**src/rtl/glitch_pkg.sv**
```systemverilog
// Shared types and default widths for the clock glitcher.
// Latency: n/a (types only).
// Backpressure: n/a.
package glitch_pkg;

    localparam int DEF_DELAY_W = 16;
    localparam int DEF_WIDTH_W = 4;
    localparam int REPEAT_W    = 4;

    typedef enum logic [2:0] {
        ST_IDLE   = 3'd0,
        ST_ARMED  = 3'd1,
        ST_DELAY  = 3'd2,
        ST_GLITCH = 3'd3,
        ST_DONE   = 3'd4
    } state_e;

endpackage

```
**src/rtl/sync_edge.sv**
```systemverilog
// Two-flop synchronizer followed by a rising-edge detector.
// Latency: rise_o is high for one cycle, two clk edges after the input rises.
// Backpressure: none; every qualifying edge produces exactly one pulse.
module sync_edge (
    input  logic clk,
    input  logic rst,
    input  logic async_i,
    output logic rise_o
);

    logic meta_q;
    logic sync_q;
    logic prev_q;

    always_ff @(posedge clk or negedge rst) begin
        if (!rst) begin
            meta_q <= 1'b0;
            sync_q <= 1'b0;
            prev_q <= 1'b0;
        end else begin
            meta_q <= async_i;
            sync_q <= meta_q;
            prev_q <= sync_q;
        end
    end

    assign rise_o = sync_q & ~prev_q;

endmodule

```
**src/rtl/clk_glitcher.sv**
```systemverilog
// Target-clock glitcher: inverts clk_target for width clk cycles, delay target edges after a trigger.
// Latency: clk_target_o is clk_target_i ^ glitch, one clk late. Optional GLITCH_REPEAT_EN adds repeat_i.
// Backpressure: none; arm_i is dropped unless idle, triggers are dropped unless armed.
module clk_glitcher
    import glitch_pkg::*;
#(
    parameter int DELAY_W = DEF_DELAY_W,
    parameter int WIDTH_W = DEF_WIDTH_W
) (
    input  logic               clk,
    input  logic               rst,
    input  logic               clk_target_i,
    input  logic               arm_i,
    input  logic               abort_i,
    input  logic               trig_i,
    input  logic [DELAY_W-1:0] delay_i,
    input  logic [WIDTH_W-1:0] width_i,
`ifdef GLITCH_REPEAT_EN
    input  logic [REPEAT_W-1:0] repeat_i,
`endif
    output logic               clk_target_o,
    output logic               busy_o,
    output logic               done_o
);

    state_e             state_q, state_d;
    logic [DELAY_W-1:0] delay_q, delay_d;
    logic [WIDTH_W-1:0] width_q, width_d;
    logic [DELAY_W-1:0] cnt_q, cnt_d;
    logic [WIDTH_W-1:0] wcnt_q, wcnt_d;
`ifdef GLITCH_REPEAT_EN
    logic [REPEAT_W-1:0] rep_q, rep_d;
`endif
    logic               tgt_prev_q;
    logic               clk_tgt_q;
    logic               trig_rise;
    logic               tgt_edge;
    logic               glitch_active;

    sync_edge u_trig_sync (
        .clk     (clk),
        .rst     (rst),
        .async_i (trig_i),
        .rise_o  (trig_rise)
    );

    assign tgt_edge      = clk_target_i & ~tgt_prev_q;
    assign glitch_active = (state_q == ST_GLITCH);

    always_comb begin
        state_d = state_q;
        delay_d = delay_q;
        width_d = width_q;
        cnt_d   = cnt_q;
        wcnt_d  = wcnt_q;
`ifdef GLITCH_REPEAT_EN
        rep_d   = rep_q;
`endif
        case (state_q)
            ST_IDLE: begin
                if (arm_i) begin
                    state_d = ST_ARMED;
                    delay_d = delay_i;
                    width_d = width_i;
`ifdef GLITCH_REPEAT_EN
                    rep_d   = repeat_i;
`endif
                end
            end
            ST_ARMED: begin
                if (trig_rise) begin
                    state_d = ST_DELAY;
                    cnt_d   = delay_q;
                end
            end
            ST_DELAY: begin
                // The zero test uses the registered count, so the glitch starts
                // one cycle after the last counted edge (or after the trigger).
                if (cnt_q == '0) begin
                    if (width_q == '0) begin
                        state_d = ST_DONE;
                    end else begin
                        state_d = ST_GLITCH;
                        wcnt_d  = width_q;
                    end
                end else if (tgt_edge) begin
                    cnt_d = cnt_q - DELAY_W'(1);
                end
            end
            ST_GLITCH: begin
                if (wcnt_q <= WIDTH_W'(1)) begin
                    wcnt_d  = '0;
                    state_d = ST_DONE;
`ifdef GLITCH_REPEAT_EN
                    if (rep_q != '0) begin
                        rep_d   = rep_q - REPEAT_W'(1);
                        state_d = ST_DELAY;
                        cnt_d   = delay_q;
                    end
`endif
                end else begin
                    wcnt_d = wcnt_q - WIDTH_W'(1);
                end
            end
            ST_DONE: begin
                state_d = ST_IDLE;
            end
            default: begin
                state_d = ST_IDLE;
            end
        endcase

        if (abort_i) begin
            state_d = ST_IDLE;
            cnt_d   = '0;
            wcnt_d  = '0;
        end
    end

    always_ff @(posedge clk or negedge rst) begin
        if (!rst) begin
            state_q    <= ST_IDLE;
            delay_q    <= '0;
            width_q    <= '0;
            cnt_q      <= '0;
            wcnt_q     <= '0;
`ifdef GLITCH_REPEAT_EN
            rep_q      <= '0;
`endif
            tgt_prev_q <= 1'b0;
            clk_tgt_q  <= 1'b0;
        end else begin
            state_q    <= state_d;
            delay_q    <= delay_d;
            width_q    <= width_d;
            cnt_q      <= cnt_d;
            wcnt_q     <= wcnt_d;
`ifdef GLITCH_REPEAT_EN
            rep_q      <= rep_d;
`endif
            tgt_prev_q <= clk_target_i;
            clk_tgt_q  <= clk_target_i ^ glitch_active;
        end
    end

    assign clk_target_o = clk_tgt_q;
    assign busy_o       = (state_q != ST_IDLE);
    assign done_o       = (state_q == ST_DONE);

endmodule

```
**config.mk**
```make
export PLATFORM = sky130hd
export DESIGN_NAME = clk_glitcher
export DESIGN_NICKNAME = d
export VERILOG_FILES = /design/src/rtl/glitch_pkg.sv /design/src/rtl/sync_edge.sv /design/src/rtl/clk_glitcher.sv
export SDC_FILE = /design/constraint.sdc
export NUM_CORES = 1
export LEC_CHECK = 0
export BUFFER_PORTS_ARGS = -buffer_cell sky130_fd_sc_hd__clkbuf_2
export CAP_MARGIN = 5
export CELL_PAD_IN_SITES_DETAIL_PLACEMENT = 1
export CELL_PAD_IN_SITES_GLOBAL_PLACEMENT = 1
export CORE_UTILIZATION = 45
export DETAILED_ROUTE_END_ITERATION = 6
export PLACE_DENSITY = 0.85
export SYNTH_ARGS = -nofsm -noshare
export SYNTH_HDL_FRONTEND = slang
export SYNTH_SLANG_ARGS = --single-unit
```
**constraint.sdc**
```tcl
create_clock -name clk -period 2.8 [get_ports clk]
set_input_delay 0.14 -clock clk [delete_from_list [all_inputs] [get_ports clk]]
set_output_delay 0.14 -clock clk [all_outputs]
set_load 0.03 [all_outputs]
```
# --- After elaboration in Yosys (flattened, before gate mapping) ---
# Cells that the tools add are included.
# W data, S select, Z words.
word_totals:
  reg_bits: 48
  input_bits: 26
  output_inout_bits: 3
op_classes:
  n_addsub: 2
  order_cmp: 1
  eq_ne: 11
  mux: 17
  bitwise_logic: 5
  n_reduce_logical: 10
ops:
  columns: ["operator", "count"]
  rows:
  - ["$mux W16", 4]
  - ["$pmux W16 S2", 1]
  - ["$mux W3", 6]
  - ["$ne A3 B3 Y1 const B", 6]
  - ["$logic_not A16 Y1", 1]
  - ["$mux W4", 4]
  - ["$sub A16 B1 Y16 const B", 1]
  - ["$pmux W3 S4", 1]
  - ["$reduce_bool A3 Y1", 3]
  - ["$pmux W4 S2", 1]
  - ["$reduce_and A4 Y1", 2]
  - ["$eq A3 B2 Y1 const B", 2]
  - ["$le A4 B1 Y1 const B", 1]
  - ["$logic_not A4 Y1", 1]
  - ["$sub A4 B1 Y4 const B", 1]
  - ["$eq A3 B1 Y1 const B", 1]
  - ["$eq A3 B3 Y1 const B", 1]
  - ["$logic_not A3 Y1", 1]
  - ["$ne A3 B2 Y1 const B", 1]
  - ["$reduce_and A3 Y1", 1]
  - ["$and A1 B1 Y1", 2]
  - ["$not A1 Y1", 2]
  - ["$reduce_and A2 Y1", 1]
  - ["$xor A1 B1 Y1", 1]

# --- Longest topological paths before layout ---
# Gate-level depths: netlist (run 1).
logic_depth:
  word_depth: 6
  mapped_depth: 8
  ltp_nobuf: 7

# --- Cells and area by module ---
# From an unflattened synthesis (run 1), not the netlist that was laid out.
hier_totals:
  hier_cells: 250
  hier_area_um2: 2531.2
modules_own_cells:
  columns: ["module", "instances", "cells_per_inst", "area_each_um2"]
  rows:
  - ["clk_glitcher", 1, 246, 2442.3]
  - ["sync_edge", 1, 4, 88.8]

# --- Worst setup path after synthesis (run 1) ---
# No wires, ideal clock.
synth_timing:
  path_type: "register -> register"
  startpoint: "register cnt_q[0]"
  endpoint: "register wcnt_q[1]"
  setup_ps: 136
  arrival_ps: 2315
  path_slack_ps: 350
  path_stages_with_launch: 8
  path_buffers: 0
  path_cell_list: "dfrtp_1 > inv_1 > ha_1 > or4b_4 > or4b_4 > o41ai_4 > o311a_2 > nor3_1"
synth_via:
  elab_chain_len: 3
synth_lines:
  columns: ["item", "line_no", "source"]
  rows:
  - ["start: declaration", "clk_glitcher.sv:29", "logic [DELAY_W-1:0] cnt_q, cnt_d;"]
  - ["start signal: assignment", "clk_glitcher.sv:136", "cnt_q <= cnt_d;"]
  - ["$logic_not A16 Y1", "clk_glitcher.sv:79", "if (cnt_q == '0) begin"]
  - ["$ne A3 B3 Y1 (no source line)", null, null]
  - ["$reduce_and A3 Y1 (no source line)", null, null]
  - ["end signal: assignment", "clk_glitcher.sv:137", "wcnt_q <= wcnt_d;"]
  - ["end: declaration", "clk_glitcher.sv:30", "logic [WIDTH_W-1:0] wcnt_q, wcnt_d;"]
# Every way passes these cells.
# A chain may end at the register's enable or synchronous reset.

# --- Final worst setup path (run 1) ---
# Same ends and word-level chain as after synthesis.

==> results.yml, run 1 <==
critical_path:
  cp_cell_sequence: "inv_1 > ha_1 > or4b_4 > or4b_4 > o41ai_4 > o311a_2 > nor3_1"
  path_max_fanout: 6
  worstSetupStartpointType: "register"
  critical_path.top_delay_family: "simple AND/OR/NAND/NOR gates"
  cp-end-kind: "register"
  cpMaxStageDelayCell: "or4b_4"
  criticalPathCategory: "register to register"
  crit_required_ns: 2.97
  cp_common_cell: "or4b_4"
  cp.arrival_ns: 2.84
  path_buf_inv: 1
  cp_slowest_stage_delay_ns: 0.57
final_layout:
  drive_above_1_share: 0.270
  final.fill_count: 610
  final_util: 0.545
  layout.nets: 310
  stdcell_count: 352
  syn2layout_area_growth_pct: 14.2
  multiInputGateArea_um2: 1230
  area.sequential_um2: 1200
  n_antenna_cell: 0
power_and_ir_drop:
  p_leak_nw: 1.34
  power.density_nw_per_um2: 894
  vdd_drop_max_uv: 470
sta:
  setup_viol: 0
  finalCritPeriodShare: 0.952
  maxSlewViolCount: 0
  hold_slack_ns: 0.0581
  fin_crit_ns: 2.67
  fin_skew_ns: 0.0110
  hold_viol_final: 0
  grt_setup_unrepaired: "no"
  fmax_mhz: 375
  worst_slew_pin_slew_ns: 0.631
  fin_setup_tns_ns: 0
  max_slew_margin: 0.576
logic_synthesis:
  synth_top_family_by_area: "simple AND/OR/NAND/NOR gates"
  synth_edf_count: 0
  ys_seq_elements: 48
  synth_area_um2: 2500
  synth-xor-area-share: 0.00350
  synth_nets: 278
  synth_fa_ha_area_frac: 0.0150
  synth-simple-area-share: 0.193
  syn_inst: 249
  avgSynthCellArea_um2: 10.0
  synth_top_area_cell: "dfrtp_1"
  synth_flop_cell: "dfrtp_1"
  yosysSeqAreaShare: 0.480
  yosys_warnings: 0
  synth.mux.area_fraction: 0.0980
  synth.area.top_cells: "dfrtp_1 48%, mux2_2 9.0%, nand2_1 4.4%"
  synth.distinct_cells: 49
  synth_top_area_share: 0.480
  synth-compound-area-share: 0.183
  synthArstFlopShare: 1.00
die:
  io_pins: 29
  die_w_um: 76.6
  start_util: 0.478
  die_h_um: 76.6
  num_rows: 26
  core_area_um2: 5240
  dieArea_um2: 5860
run_status:
  status: "finished, final reports clean"
placement:
  gp_congestion: 0.809
  dp.cells: 341
  port_buffers: 28
  hpwl_mm: 4.26
drt:
  wl_mm: 6.01
  num_vias: 2057
  drc: 0
  ant_nets: 0
  firstDrtPassIters: 4
  avgViaCountPerCell: 5.84
  wire_per_inst_um: 17.1
  drt_iter0_drc: 174
global_routing:
  grt_max_degree: 49
  grt_overflow: 0
  first_global_vias: 2106
  grt.total_usage: 0.228
  antenna_found_initial: 0
  grt_pass1_wl_mm: 10.6
clock_network:
  cts_buffers: 5
  clkTransAtPathRegs_ns: 0.09
  h-tree-depth: 2
  clkLatencyLatePin_ns: 0.31
  clock_sinks: 48
  clockBufferDepth: 2
  ctsResizeCount: 0
  cts_tree: "yes"
  cts_root_buf: "clkbuf_8"
job:
  maxCapViolCount: 0
min_path:
  hold_class: "primary input to register"
worst register-to-register path, stage by stage (launching register included):
cell	delay (ns)
dfrtp_1	0.41
inv_1	0.08
ha_1	0.20
or4b_4	0.49
or4b_4	0.57
o41ai_4	0.48
o311a_2	0.26
nor3_1	0.04
metrics by stage:
stage               power [mW]  worst slack [ns]  area, um^2
floorplan                 1.82             0.350        2500
global placement          2.09             0.258        2730
detailed placement        2.13             0.166        2730
CTS                       2.58             0.139        2860
global route              2.75            0.0148        2860
finish                    2.55             0.134        2860
where the power goes:
group          switching (mW)  total [mW]  internal, mW
Clock                   0.236       0.434         0.198
Combinational           0.585        1.06         0.479
Sequential              0.162        1.06         0.894
Total                   0.984        2.55          1.57
state kept, by name, summed over array words and instances, names as in the netlist:
signal and count:
state_q 3, u_trig_sync.meta_q 1, delay_q 16, clk_target_o 1, u_trig_sync.prev_q 1, wcnt_q 4
tgt_prev_q 1, u_trig_sync.sync_q 1, cnt_q 16, width_q 4
kinds of logic after synthesis:
logic type | after synthesis
AO/OA/AOI/OAI | 64
XOR/XNOR | 1
adder cells (fa/ha/maj) | 3
buffers and inverters | 18
flip-flops | 48
multiplexers | 22
AND/OR/NAND/NOR | 93
layout make-up:
| type | instances | area share |
|---|---|---|
| clock buffers | 6 | 0.0289 |
| clock inverters | 2 | 0.00350 |
| inverters | 5 | 0.00657 |
| multi-input cells | 183 | 0.432 |
| flip-flops and latches | 48 | 0.420 |
| well taps | 70 | 0.0307 |
| repair buffers | 38 | 0.0780 |
synthesized netlist by cell type (2+ instances only):
| library cell | count |
|---|---|
| a211oi_1 | 2 |
| a21o_1 | 2 |
| a21oi_1 | 11 |
| a22o_1 | 6 |
| clkbuf_1 | 11 |
| dfrtp_1 | 48 |
| ha_1 | 3 |
| inv_1 | 5 |
| mux2_2 | 20 |
| mux2i_1 | 2 |
| nand2_1 | 29 |
| nand2b_1 | 4 |
| nand3_1 | 4 |
| nand3b_1 | 4 |
| nor2_1 | 21 |
| nor3_1 | 9 |
| nor3b_1 | 2 |
| nor4_1 | 3 |
| nor4b_1 | 2 |
| o21ai_0 | 18 |
| o311a_2 | 2 |
| o31ai_1 | 5 |
| o32ai_1 | 2 |
| o41ai_1 | 3 |
| or3_1 | 5 |
| or4_1 | 2 |
| or4b_4 | 2 |
cell usage in the layout (no fill, tap or decap), types with 3 or more instances in the layout:
cell            n
a22o_1          6
dfrtp_1        48
o41ai_1         3
clkbuf_2       28
a21oi_1        11
clkbuf_8        6
inv_1           5
o21ai_0        18
nand2b_1        4
nand3b_1        4
o31ai_1         5
ha_1            3
nor3_1          9
or3_1           5
nand2_1        29
buf_4           7
dlygate4sd3_1   3
mux2_2         20
nor2_1         20
nand3_1         4
nor4_1          3
what timing repair did:
item / 4_1_cts / 5_1_grt
hold buffers: 3 / 0
endpoints found under the setup margin: 0 / 0
endpoints found under the hold margin: 50 / 0
setup buffers: 0 / 0
layer usage:
layer / wire, um / vias to the layer above / track usage
met4: 78 / 0 / 0.0769
met2: 2860 / 42 / 0.357
met3: 221 / 7 / 0.0395
met1: 2850 / 1026 / 0.320
met5: 0 / - / 0
li1: - / 982 / -
worst paths after layout:
check | depth (start not counted) | slack [ns] | from | to
hold / removal | 2 | 0.06 | delay_i[9] | delay_q[9]$_DFFE_PN0P_
max in group asynchronous | 3 | 1.89 | rst | delay_q[11]$_DFFE_PN0P_
setup reg to reg | 7 | 0.13 | cnt_q[0]$_DFFE_PN0P_ | wcnt_q[1]$_DFFE_PN0P_
hold reg to reg | 0 | 0.37 | u_trig_sync.meta_q$_DFF_PN0_ | u_trig_sync.sync_q$_DFF_PN0_
min in group asynchronous | 3 | 0.47 | rst | width_q[3]$_DFFE_PN0P_
setup / recovery | 7 | 0.13 | cnt_q[0]$_DFFE_PN0P_ | wcnt_q[1]$_DFFE_PN0P_
No activity file was read; power rests on OpenSTA's default activity.
==> run 2: changes to the inputs <==
Settings changed: CORE_ASPECT_RATIO set to 1.2, PLACE_DENSITY 0.85 to 0.82.
==> run 2 against run 1 <==
Net effect: critical path depth is the same; cell area down 0.18%; global-route usage is 0.12 points higher.
==> results.yml, run 2 (synthesis gave the netlist of run 1 again) <==
final_layout:
  top_regs: "cnt_q (16), delay_q (16)"
  syn2layout_area_growth_pct: 14.0
  n_antenna_cell: 0
  drive_above_1_share: 0.265
  layout.cells.most_common_list: "48 x dfrtp_1, 29 x nand2_1, 28 x clkbuf_2"
  layout_commonest_cell: "dfrtp_1"
  layout.nets: 311
  final_util: 0.535
  design_area_um2: 2850
  final.fill_count: 615
critical_path:
  endpoint: "wcnt_q[0]$_DFFE_PN0P_"
  criticalPathCategory: "register to register"
  worstSetupStartpointType: "register"
  reg2reg_setup_slack_ns: 0.22
  crit_start: "cnt_q[0]$_DFFE_PN0P_"
  crit_required_ns: 2.98
  timing.rr.end: "wcnt_q[0]$_DFFE_PN0P_"
  cp-end-kind: "register"
  r2r_start: "cnt_q[0]$_DFFE_PN0P_"
  cp.arrival_ns: 2.76
  path_max_fanout: 6
  r2r.worst_path.cells: 7
die:
  dieArea_um2: 5860
  io_pins: 29
  core_area_um2: 5330
  start_util: 0.469
  die_w_um: 70.1
  die_h_um: 83.7
  num_rows: 29
sta:
  worst_slew_pin_slew_ns: 0.628
  fin_setup_tns_ns: 0
  fmax_mhz: 388
  fin_skew_ns: 0.00759
  finalCritPeriodShare: 0.921
  hold_viol_final: 0
  grt_setup_unrepaired: "no"
  maxSlewViolCount: 0
  max_slew_margin: 0.578
  fin_crit_ns: 2.58
  setup_viol: 0
placement:
  gp_congestion: 0.775
  hpwl_mm: 4.20
  placed_area_um2: 2730
  port_buffers: 28
global_routing:
  grt_overflow: 0
  first_global_vias: 2117
  grt.total_usage: 0.229
  antenna_found_initial: 0
  grt_pass1_wl_mm: 10.6
  grt_max_degree: 49
drt:
  wl_met1_mm: 2.71
  firstDrtPassIters: 4
  met2WireLength_mm: 3.04
  wire_per_inst_um: 17.4
  routed.top_layer: "met4"
  drt_iter0_drc: 93
  num_vias: 2070
  drc: 0
  ant_nets: 0
  avgViaCountPerCell: 6.00
  wl_mm: 6.00
  wl_met3_um: 144
clock_network:
  clockBufferDepth: 2
  clock_sinks: 48
  clkLatencyLatePin_ns: 0.30
  cts_root_buf: "clkbuf_8"
  cts_tree: "yes"
  h-tree-depth: 2
  clkTransAtPathRegs_ns: 0.09
  cts_buffers: 5
  post_cts_buffers: 0
power_and_ir_drop:
  power.density_nw_per_um2: 895
  vdd_drop_max_uv: 387
  p_leak_nw: 1.34
  power_mw: 2.55
run_status:
  status: "finished, final reports clean"
job:
  maxCapViolCount: 0
min_path:
  hold_class: "primary input to register"
run 2: changes by cell type in the layout (fill, tap and decap cells not counted):
cell      delta
clkinv_2     -2
buf_4        +1
clkbuf_1     +2
run 2: where the power goes:
part / switching, mW / total, mW / internal (mW)
Clock: 0.224 / 0.426 / 0.202
Combinational: 0.591 / 1.07 / 0.481
Sequential: 0.160 / 1.05 / 0.894
Total: 0.975 / 2.55 / 1.58
run 2: through the flow:
stage,worst slack [ns],hold WS (ns),std cells
2_1_floorplan,0.350,-0.156,249
3_3_place_gp,0.245,0.250,334
3_5_place_dp,0.163,0.250,334
4_1_cts,0.136,0.0591,345
5_1_grt,0.0526,0.0586,345
6_report,0.221,0.0635,345
run 2: layout make-up:
cell class,count,area [um^2],area share
multi-input combinational,183,1230,0.433
sequential,48,1200,0.421
timing repair buffer,39,230,0.0807
clock buffer,8,90.1,0.0316
tap,62,77.6,0.0272
inverter,5,18.8,0.00658
run 2: repair_timing:
action | CTS | global route
setup endpoints to repair | 0 | 1
hold buffers | 3 | 0
hold endpoints to repair | 50 | 0
gates resized for setup | 0 | 0
run 2: metal layers:
metal / vias to the layer above / GRT usage
met5: - / 0
met3: 10 / 0.0362
li1: 985 / -
met1: 1046 / 0.301
met2: 29 / 0.385
met4: 0 / 0.0782
run 2: how the worst min path moves through the flow:
stage	startpoint	end	slack [ns]	cells past startpoint
final	width_i[3]	width_q[3]$_DFFE_PN0P_	0.06	2
after global routing	width_i[1]	width_q[1]$_DFFE_PN0P_	0.06	2
after CTS	delay_i[11]	delay_q[11]$_DFFE_PN0P_	0.06	2
after detailed placement	trig_i	u_trig_sync.meta_q$_DFF_PN0_	0.25	1
after global placement	trig_i	u_trig_sync.meta_q$_DFF_PN0_	0.25	1
after floorplan	rst	clk_target_o$_DFF_PN0_	-0.16	0
run 2: critical path, cell delays in order (launching register included):
cell,delay (ns)
dfrtp_1,0.40
inv_1,0.09
ha_1,0.22
or4b_4,0.49
or4b_4,0.57
o41ai_4,0.40
o311a_2,0.26
nor3_1,0.04
